**src/rtl/display_pkg.sv**
```systemverilog
// Shared definitions for the display timing slice: coordinate type,
// sync polarity constants and named timing sets for common video modes.
package display_pkg;

  localparam int CORDW_DEFAULT = 16;
  typedef logic [CORDW_DEFAULT-1:0] coord_t;

  // Sync polarity levels: the value a sync line takes while asserted.
  localparam bit POL_ACTIVE_LOW  = 1'b0;
  localparam bit POL_ACTIVE_HIGH = 1'b1;

  // Width of one delay-line entry: {de, hsync, vsync}.
  localparam int SYNC_W = 3;

  typedef struct packed {
    int h_res;
    int h_fp;
    int h_sync;
    int h_bp;
    int v_res;
    int v_fp;
    int v_sync;
    int v_bp;
    bit h_pol;
    bit v_pol;
  } timing_t;

  localparam timing_t TIMING_640X480_60 = '{
    h_res: 640, h_fp: 16, h_sync: 96, h_bp: 48,
    v_res: 480, v_fp: 10, v_sync: 2,  v_bp: 33,
    h_pol: POL_ACTIVE_LOW, v_pol: POL_ACTIVE_LOW
  };

  localparam timing_t TIMING_1280X720_60 = '{
    h_res: 1280, h_fp: 110, h_sync: 40, h_bp: 220,
    v_res: 720,  v_fp: 5,   v_sync: 5,  v_bp: 20,
    h_pol: POL_ACTIVE_HIGH, v_pol: POL_ACTIVE_HIGH
  };

  // Electrical level of a sync line given whether it is asserted.
  function automatic logic sync_level(input logic active, input logic pol);
    return active ? pol : ~pol;
  endfunction

endpackage

```
**src/rtl/sync_delay_line.sv**
```systemverilog
// DEPTH-stage shift register for the {de, hsync, vsync} bundle; every
// stage loads rst_val while rst_n is low so the outputs are idle.
module sync_delay_line
  import display_pkg::*;
#(
  parameter int DEPTH = 2
) (
  input  logic              clk,
  input  logic              rst_n,
  input  logic [SYNC_W-1:0] rst_val,
  input  logic [SYNC_W-1:0] din,
  output logic [SYNC_W-1:0] dout
);

  logic [SYNC_W-1:0] stage [DEPTH];

  // Shift the bundle one stage per clock, clearing every stage on reset.
  always_ff @(posedge clk) begin
    if (!rst_n) begin
      for (int i = 0; i < DEPTH; i++) begin
        stage[i] <= rst_val;
      end
    end else begin
      stage[0] <= din;
      for (int i = 1; i < DEPTH; i++) begin
        stage[i] <= stage[i-1];
      end
    end
  end

  assign dout = stage[DEPTH-1];

endmodule

```
**src/rtl/display_timing_gen.sv**
```systemverilog
// Raster timing generator: free-running sx/sy counters with line/frame
// strobes, plus de/hsync/vsync delayed to line up with the pixel pipeline.
module display_timing_gen
  import display_pkg::*;
#(
  parameter int H_RES    = TIMING_640X480_60.h_res,
  parameter int H_FP     = TIMING_640X480_60.h_fp,
  parameter int H_SYNC   = TIMING_640X480_60.h_sync,
  parameter int H_BP     = TIMING_640X480_60.h_bp,
  parameter int V_RES    = TIMING_640X480_60.v_res,
  parameter int V_FP     = TIMING_640X480_60.v_fp,
  parameter int V_SYNC   = TIMING_640X480_60.v_sync,
  parameter int V_BP     = TIMING_640X480_60.v_bp,
  parameter bit H_POL    = TIMING_640X480_60.h_pol,
  parameter bit V_POL    = TIMING_640X480_60.v_pol,
  parameter int CORDW    = CORDW_DEFAULT,
  parameter int PIPE_DLY = 2
) (
  input  logic             clk_pix,
  input  logic             rst_n,
  output logic [CORDW-1:0] sx,
  output logic [CORDW-1:0] sy,
  output logic             line,
  output logic             frame,
  output logic             de,
  output logic             hsync,
  output logic             vsync
);

  localparam int H_TOTAL = H_RES + H_FP + H_SYNC + H_BP;
  localparam int V_TOTAL = V_RES + V_FP + V_SYNC + V_BP;

  localparam logic [CORDW-1:0] H_LAST   = CORDW'(H_TOTAL - 1);
  localparam logic [CORDW-1:0] V_LAST   = CORDW'(V_TOTAL - 1);
  localparam logic [CORDW-1:0] H_ACT    = CORDW'(H_RES);
  localparam logic [CORDW-1:0] V_ACT    = CORDW'(V_RES);
  localparam logic [CORDW-1:0] HS_START = CORDW'(H_RES + H_FP);
  localparam logic [CORDW-1:0] HS_END   = CORDW'(H_RES + H_FP + H_SYNC);
  localparam logic [CORDW-1:0] VS_START = CORDW'(V_RES + V_FP);
  localparam logic [CORDW-1:0] VS_END   = CORDW'(V_RES + V_FP + V_SYNC);

  if (((H_TOTAL - 1) >> CORDW) != 0) begin : g_bad_h
    $error("display_timing_gen: H_TOTAL-1 does not fit in CORDW bits");
  end
  if (((V_TOTAL - 1) >> CORDW) != 0) begin : g_bad_v
    $error("display_timing_gen: V_TOTAL-1 does not fit in CORDW bits");
  end
  if (PIPE_DLY < 1 || PIPE_DLY > 8) begin : g_bad_dly
    $error("display_timing_gen: PIPE_DLY must be in 1..8");
  end

  logic [CORDW-1:0] sx_next;
  logic [CORDW-1:0] sy_next;
  logic             de_raw;
  logic             hs_raw;
  logic             vs_raw;

  // Next raster position: sx wraps at end of line, sy advances on that wrap.
  always_comb begin
    sx_next = sx + 1'b1;
    sy_next = sy;
    if (sx == H_LAST) begin
      sx_next = '0;
      sy_next = (sy == V_LAST) ? '0 : sy + 1'b1;
    end
  end

  // Counters and strobes share one register stage so strobes match sx/sy.
  always_ff @(posedge clk_pix) begin
    if (!rst_n) begin
      sx    <= H_LAST;
      sy    <= V_LAST;
      line  <= 1'b0;
      frame <= 1'b0;
    end else begin
      sx    <= sx_next;
      sy    <= sy_next;
      line  <= (sx_next == '0);
      frame <= (sx_next == '0) && (sy_next == '0);
    end
  end

  // Undelayed video flags decoded from the current position.
  always_comb begin
    de_raw = (sx < H_ACT) && (sy < V_ACT);
    hs_raw = (sx >= HS_START) && (sx < HS_END);
    vs_raw = (sy >= VS_START) && (sy < VS_END);
  end

  sync_delay_line #(
    .DEPTH (PIPE_DLY)
  ) u_sync_delay_line (
    .clk     (clk_pix),
    .rst_n   (rst_n),
    .rst_val ({1'b0, ~H_POL, ~V_POL}),
    .din     ({de_raw, sync_level(hs_raw, H_POL), sync_level(vs_raw, V_POL)}),
    .dout    ({de, hsync, vsync})
  );

endmodule

```
**config.mk**
```make
export PLATFORM = sky130hd
export DESIGN_NAME = display_timing_gen
export DESIGN_NICKNAME = d
export VERILOG_FILES = /design/src/rtl/display_pkg.sv /design/src/rtl/sync_delay_line.sv /design/src/rtl/display_timing_gen.sv
export SDC_FILE = /design/constraint.sdc
export NUM_CORES = 1
export LEC_CHECK = 0
export ABC_CLOCK_PERIOD_IN_PS = 2450
export CORE_ASPECT_RATIO = 0.9
export CORE_MARGIN = 2
export CORE_UTILIZATION = 45
export DETAILED_ROUTE_END_ITERATION = 10
export PLACE_DENSITY = 0.72
export SETUP_SLACK_MARGIN = 0.1
export SLEW_MARGIN = 10
export SYNTH_ARGS = -nofsm -noshare
export SYNTH_HDL_FRONTEND = slang
export SYNTH_HIERARCHICAL = 1
export SYNTH_SLANG_ARGS = --single-unit
```
**constraint.sdc**
```tcl
create_clock -name clk_pix -period 2.45 [get_ports clk_pix]
set_input_delay 0.49 -clock clk_pix [delete_from_list [all_inputs] [get_ports clk_pix]]
set_output_delay 0.49 -clock clk_pix [all_outputs]
set_load 0.01 [all_outputs]
```
# [Word level (Yosys, flattened, before mapping)]
# Memory sizes are Yosys's and may differ from the RTL's.
# Index checks and enable logic that the tools add are counted.
[totals] regBits=34 ram_bits=6 out_inout_bits=37 memories=1
[op_classes] add_sub_neg=2 order_cmp=6 n_eq_ne=2 muxes=9 bitwise_logic=2 reduce_logical=6
[mem_list] name="u_sync_delay_line.stage" words=2 width=3 rd=2 rd_ports_with_merged_regs=0 write_ports=2 line_no="sync_delay_line.sv:15" source="logic [SYNC_W-1:0] stage [DEPTH];"
[op_table] operator="$mux W16" n=3
[op_table] operator="$add A16 B1 Y16 const B" n=2
[op_table] operator="$eq A16 B10 Y1 const B" n=2
[op_table] operator="$logic_not A16 Y1" n=2
[op_table] operator="$lt A16 B10 Y1 const B" n=2
[op_table] operator="$lt A16 B9 Y1 const B" n=2
[op_table] operator="$ge A16 B10 Y1 const B" n=1
[op_table] operator="$ge A16 B9 Y1 const B" n=1
[op_table] operator="$mux W3" n=2
[op_table] operator="$logic_and A1 B1 Y1" n=4
[op_table] operator="$mux W1" n=4
[op_table] operator="$or A1 B1 Y1" n=2

# [Logic depth before layout (Yosys ltp)]
[logic_depth] depth_word=5 ltp_mapped=9 depth_no_buf=8

# [Hierarchy]
# The synthesis kept the hierarchy.
[by_module_without_submodules] mod="display_timing_gen" instances=1 cells_per_inst=270 area_each_um2=2155.8 seq_area_each_um2=680.7
[by_module_without_submodules] mod="sync_delay_line" instances=1 cells_per_inst=16 area_each_um2=244.0 seq_area_each_um2=120.1

# [Worst setup path after synthesis]
# OpenSTA, ideal clock, no wires.
[synth_timing] path_kind="register -> register" start="register sx[1]" end="register frame" setup_time_ns=0.061 arrival_ns=2.434 required_time_ns=2.389 slack_ns=-0.045 path_stages_with_launch=9 cell_sequence="dfxtp_1 > ha_1 > nand3_1 > or4_1 > buf_6 > nor4b_4 > xnor2_1 > and3_1 > and4_1"
[synth_via] elab_chain_cells=4 word_cells_on_any_way=7 cone_classes="add/sub: 1; eq/ne: 1; mux: 2; reduce/logical: 3"
[synth_rtl] item="start: declaration" line_no="display_timing_gen.sv:21" source="output logic [CORDW-1:0] sx,"
[synth_rtl] item="start signal: assignment" line_no="display_timing_gen.sv:76" source="sx <= sx_next;"
[synth_rtl] item="$add A16 B1 Y16 or $eq A16 B10 Y1 (tied branches)" line_no="display_timing_gen.sv:60, display_timing_gen.sv:62"
[synth_rtl] item="$mux W16" line_no="display_timing_gen.sv:62" source="if (sx == H_LAST) begin"
[synth_rtl] item="$logic_not A16 Y1" line_no="display_timing_gen.sv:79" source="frame <= (sx_next == '0) && (sy_next == '0);"
[synth_rtl] item="$logic_and A1 B1 Y1 (*)" line_no="display_timing_gen.sv:79"
[synth_rtl] item="end signal: assignment" line_no="display_timing_gen.sv:79"
[synth_rtl] item="end: declaration" line_no="display_timing_gen.sv:24" source="output logic frame,"
# Every way passes the cells marked *; elsewhere a longest branch is shown, timed or not.
# A chain may end at the register's enable or synchronous reset.

# [Worst setup path in the final report]
[layout_timing] start="register sx[6]" end="register frame"
# The elaborated chain is that of the path after synthesis.

==> results.cfg <==
[synthesis]
synth.yosys.warnings = 6
synthesis.area_per_instance_um2 = 8.39
async_flop_share = 0
commonest_register_cell_after_synthesis = sky130_fd_sc_hd__dfxtp_1
synthDominantAreaCellType = sky130_fd_sc_hd__dfxtp_1
synth.top_cells.by_count = sky130_fd_sc_hd__dfxtp_1, sky130_fd_sc_hd__nand2_1, sky130_fd_sc_hd__nor2_1
post_synth_num_cell_types = 51
yosys.cell_count.top_type = sky130_fd_sc_hd__dfxtp_1
synth_top_cell_area_share = 0.334
synth-seq-cells = 40
ys_seq_area_frac = 0.334
syn_area_um2 = 2400
ys_top_cells_by_area = sky130_fd_sc_hd__dfxtp_1, sky130_fd_sc_hd__xnor2_1, sky130_fd_sc_hd__nand2_1
synth_edf_count = 0
synth_cells = 286

[worst_setup_path]
slowest_stage = sky130_fd_sc_hd__or4_4
worst_setup_path_start_kind = flip-flop
timing.critical_path.to_type = flip-flop
setup.worst_path.class = flip-flop to flip-flop
worstPathBufferInverterCount = 0
path_delay_family = simple AND/OR/NAND/NOR gates
cp.required_ps = 2680
timing.critical_path.slowest_cell_delay_ps = 630
timing.critical_path.cells = or4b_4, or4_4, nor4b_4, xnor2_1, and3_1, and4_1
path_max_fanout = 8
crit_arrival_ps = 2640

[sta]
final_min_period_over_clock_period = 0.984
fmaxAchievable_ghz = 0.415
final_max_slew_viol_count = 0
slew_hr = 0.547
report.final.hold_viol_count = 0
finalWorstPathRequiredPeriod_ps = 2410
setup-violations-final = 0
timing_worst_slew_pin_value_ps = 673
grt_setup_unrepaired = yes
skew_ps = 8.04

[power]
power-per-cell-area_nw_per_um2 = 915
total_leakage_power_nw = 1.25
intPower_mw = 1.78
share_clk_of_total_power = 0.162
power.total_mw = 2.93
seq_power_share = 0.292
comb_power_share = 0.546
vdd.ir_drop.worst_mv = 0.577
power_switching_mw = 1.14
switching_share = 0.391

[grt]
grt_first_pass_wirelength_um = 9780
grt_util_all_layers = 0.212
grt_start_max_net_pins = 28
grt.overflow.total = 0
via_count_of_the_first_global_routing_pass = 2023
antenna_found_initial = 0

[cts]
clk_latency_worst_skew_pair_ps = 290
clock-root-buffer = sky130_fd_sc_hd__clkbuf_8
cts-root-to-sink-buffers = 2
cts_sinks = 40
post_cts_hold_buffer_count = 0
cts_max_level = 2
tritoncts = done
clk_pin_slew_ps = 80
cts_inserted_buffers = 5

[die]
floorplan.core_area_um2 = 5190
floorplan.initialDensity = 0.462
placement_rows = 25
dieArea_um2 = 5930
chipWidth_um = 81.0
fp.dieH_um = 73.3
ios = 39

[detailed_routing]
firstDrtPassIters = 6
vias_per_cell = 5.60
drc = 0
drt_iter0_markers = 239
via_count = 2325
wl_per_cell_um = 14.8
final_antenna_net_count = 0
drt-total-wl_um = 6140

[finish]
layout.cells.non_filler = 415
insertedDiodeCount = 0
drive_gt1_frac = 0.198
layout.nets = 354
flow.area_growth_from_synthesis_pct = 33.3

[run]
maxCapViolations = 0

[min_path]
hold_class = flip-flop to flip-flop

[place]
placed_cells = 399
input_output_buffers = 38
place.detailed.hpwl_um = 4330
place_congestion = 0.934

[status]
outcome = finished, final reports clean
[cells by family after synthesis]
| family | after synthesis | synth area share |
|---|---|---|
| flops | 40 | 0.334 |
| xor+xnor | 27 | 0.0985 |
| mux | 6 | 0.0375 |
| simple gates | 129 | 0.307 |
| compound gates | 44 | 0.126 |
| fa+ha+maj | 4 | 0.0209 |
| buf+inv | 34 | 0.0740 |
| other cells | 2 | 0.00313 |
[routing by layer]
layer	vias up	share of wire	GRT usage
li1	1125	-	-
met1	1078	0.47	0.307
met2	109	0.44	0.298
met3	13	0.072	0.0565
met4	0	0.015	0.0829
met5	-	0	0
[path summary, 6_finish.rpt]
path,cells past startpoint,startpoint,slack (ps),end
worst max-delay path,6,sx[6]$_SDFF_PN0_,40,frame$_SDFF_PN0_
worst min-delay path,1,u_sync_delay_line/stage[0][2]$_DFF_P_,460,u_sync_delay_line/stage[0][5]$_DFF_P_
worst max register to register,6,sx[6]$_SDFF_PN0_,40,frame$_SDFF_PN0_
worst min register to register,1,u_sync_delay_line/stage[0][2]$_DFF_P_,460,u_sync_delay_line/stage[0][5]$_DFF_P_
[power by group through the flow]
| stage | logic (mW) | registers (mW) | clock network (mW) |
|---|---|---|---|
| after floorplan | 0.905 | 0.896 | 0 |
| after global placement | 1.39 | 0.858 | 0 |
| after detailed placement | 1.38 | 0.862 | 0 |
| after CTS | 1.39 | 0.848 | 0.478 |
| after global routing | 1.72 | 0.873 | 0.506 |
| final | 1.60 | 0.855 | 0.473 |
[through the flow]
step                       util  setup WS, ps  setup TNS [ps]  hold WS (ps)  area [µm²]
final                     0.616          39.0               0           460        3200
after global routing      0.616         -30.1           -30.1           479        3200
after CTS                 0.596          42.3               0           461        3090
after detailed placement  0.577          62.9               0           444        3000
after global placement    0.577           108               0           437        3000
after floorplan               -          67.2               0           436        2470
[placed cells by master (no fill, tap or decap), types with 6 or more instances in the layout]
| cell | netlist | routed |
|---|---|---|
| sky130_fd_sc_hd__clkbuf_8 | 0 | 7 |
| sky130_fd_sc_hd__nor3_1 | 8 | 8 |
| sky130_fd_sc_hd__conb_1 | 2 | 6 |
| sky130_fd_sc_hd__nand3_1 | 11 | 10 |
| sky130_fd_sc_hd__dfxtp_1 | 40 | 35 |
| sky130_fd_sc_hd__o21ai_0 | 15 | 15 |
| sky130_fd_sc_hd__nor2_1 | 26 | 26 |
| sky130_fd_sc_hd__xnor2_1 | 18 | 18 |
| sky130_fd_sc_hd__mux2_4 | 6 | 6 |
| sky130_fd_sc_hd__or3_1 | 7 | 7 |
| sky130_fd_sc_hd__buf_4 | 3 | 36 |
| sky130_fd_sc_hd__clkdlybuf4s50_1 | 0 | 38 |
| sky130_fd_sc_hd__nand2_1 | 28 | 28 |
| sky130_fd_sc_hd__xor2_1 | 9 | 9 |
| sky130_fd_sc_hd__nand4_1 | 12 | 12 |
| sky130_fd_sc_hd__inv_1 | 9 | 9 |
[repair_timing]
action / 4_1_cts / 5_1_grt
buffers inserted: 0 / 8
gates resized for setup: 0 / 5
pin swaps: 0 / 2
cloned: 0 / 1
setup endpoints to repair: 1 / 3
[layout make-up]
class                   instances  area (µm²)
multi-input cells             216        1480
inverters                       9        33.8
fillers                       468        1990
flip-flops and latches         40         807
repair buffers                 76         696
well taps                      67        83.8
clock buffers                   7        96.3
[sequential cells by signal (all words and copies together) (netlist names)]
| name | count |
|---|---|
| u_sync_delay_line/stage | 6 |
| line | 1 |
| frame | 1 |
| sy | 16 |
| sx | 16 |
(Power assumes the default switching activity.)
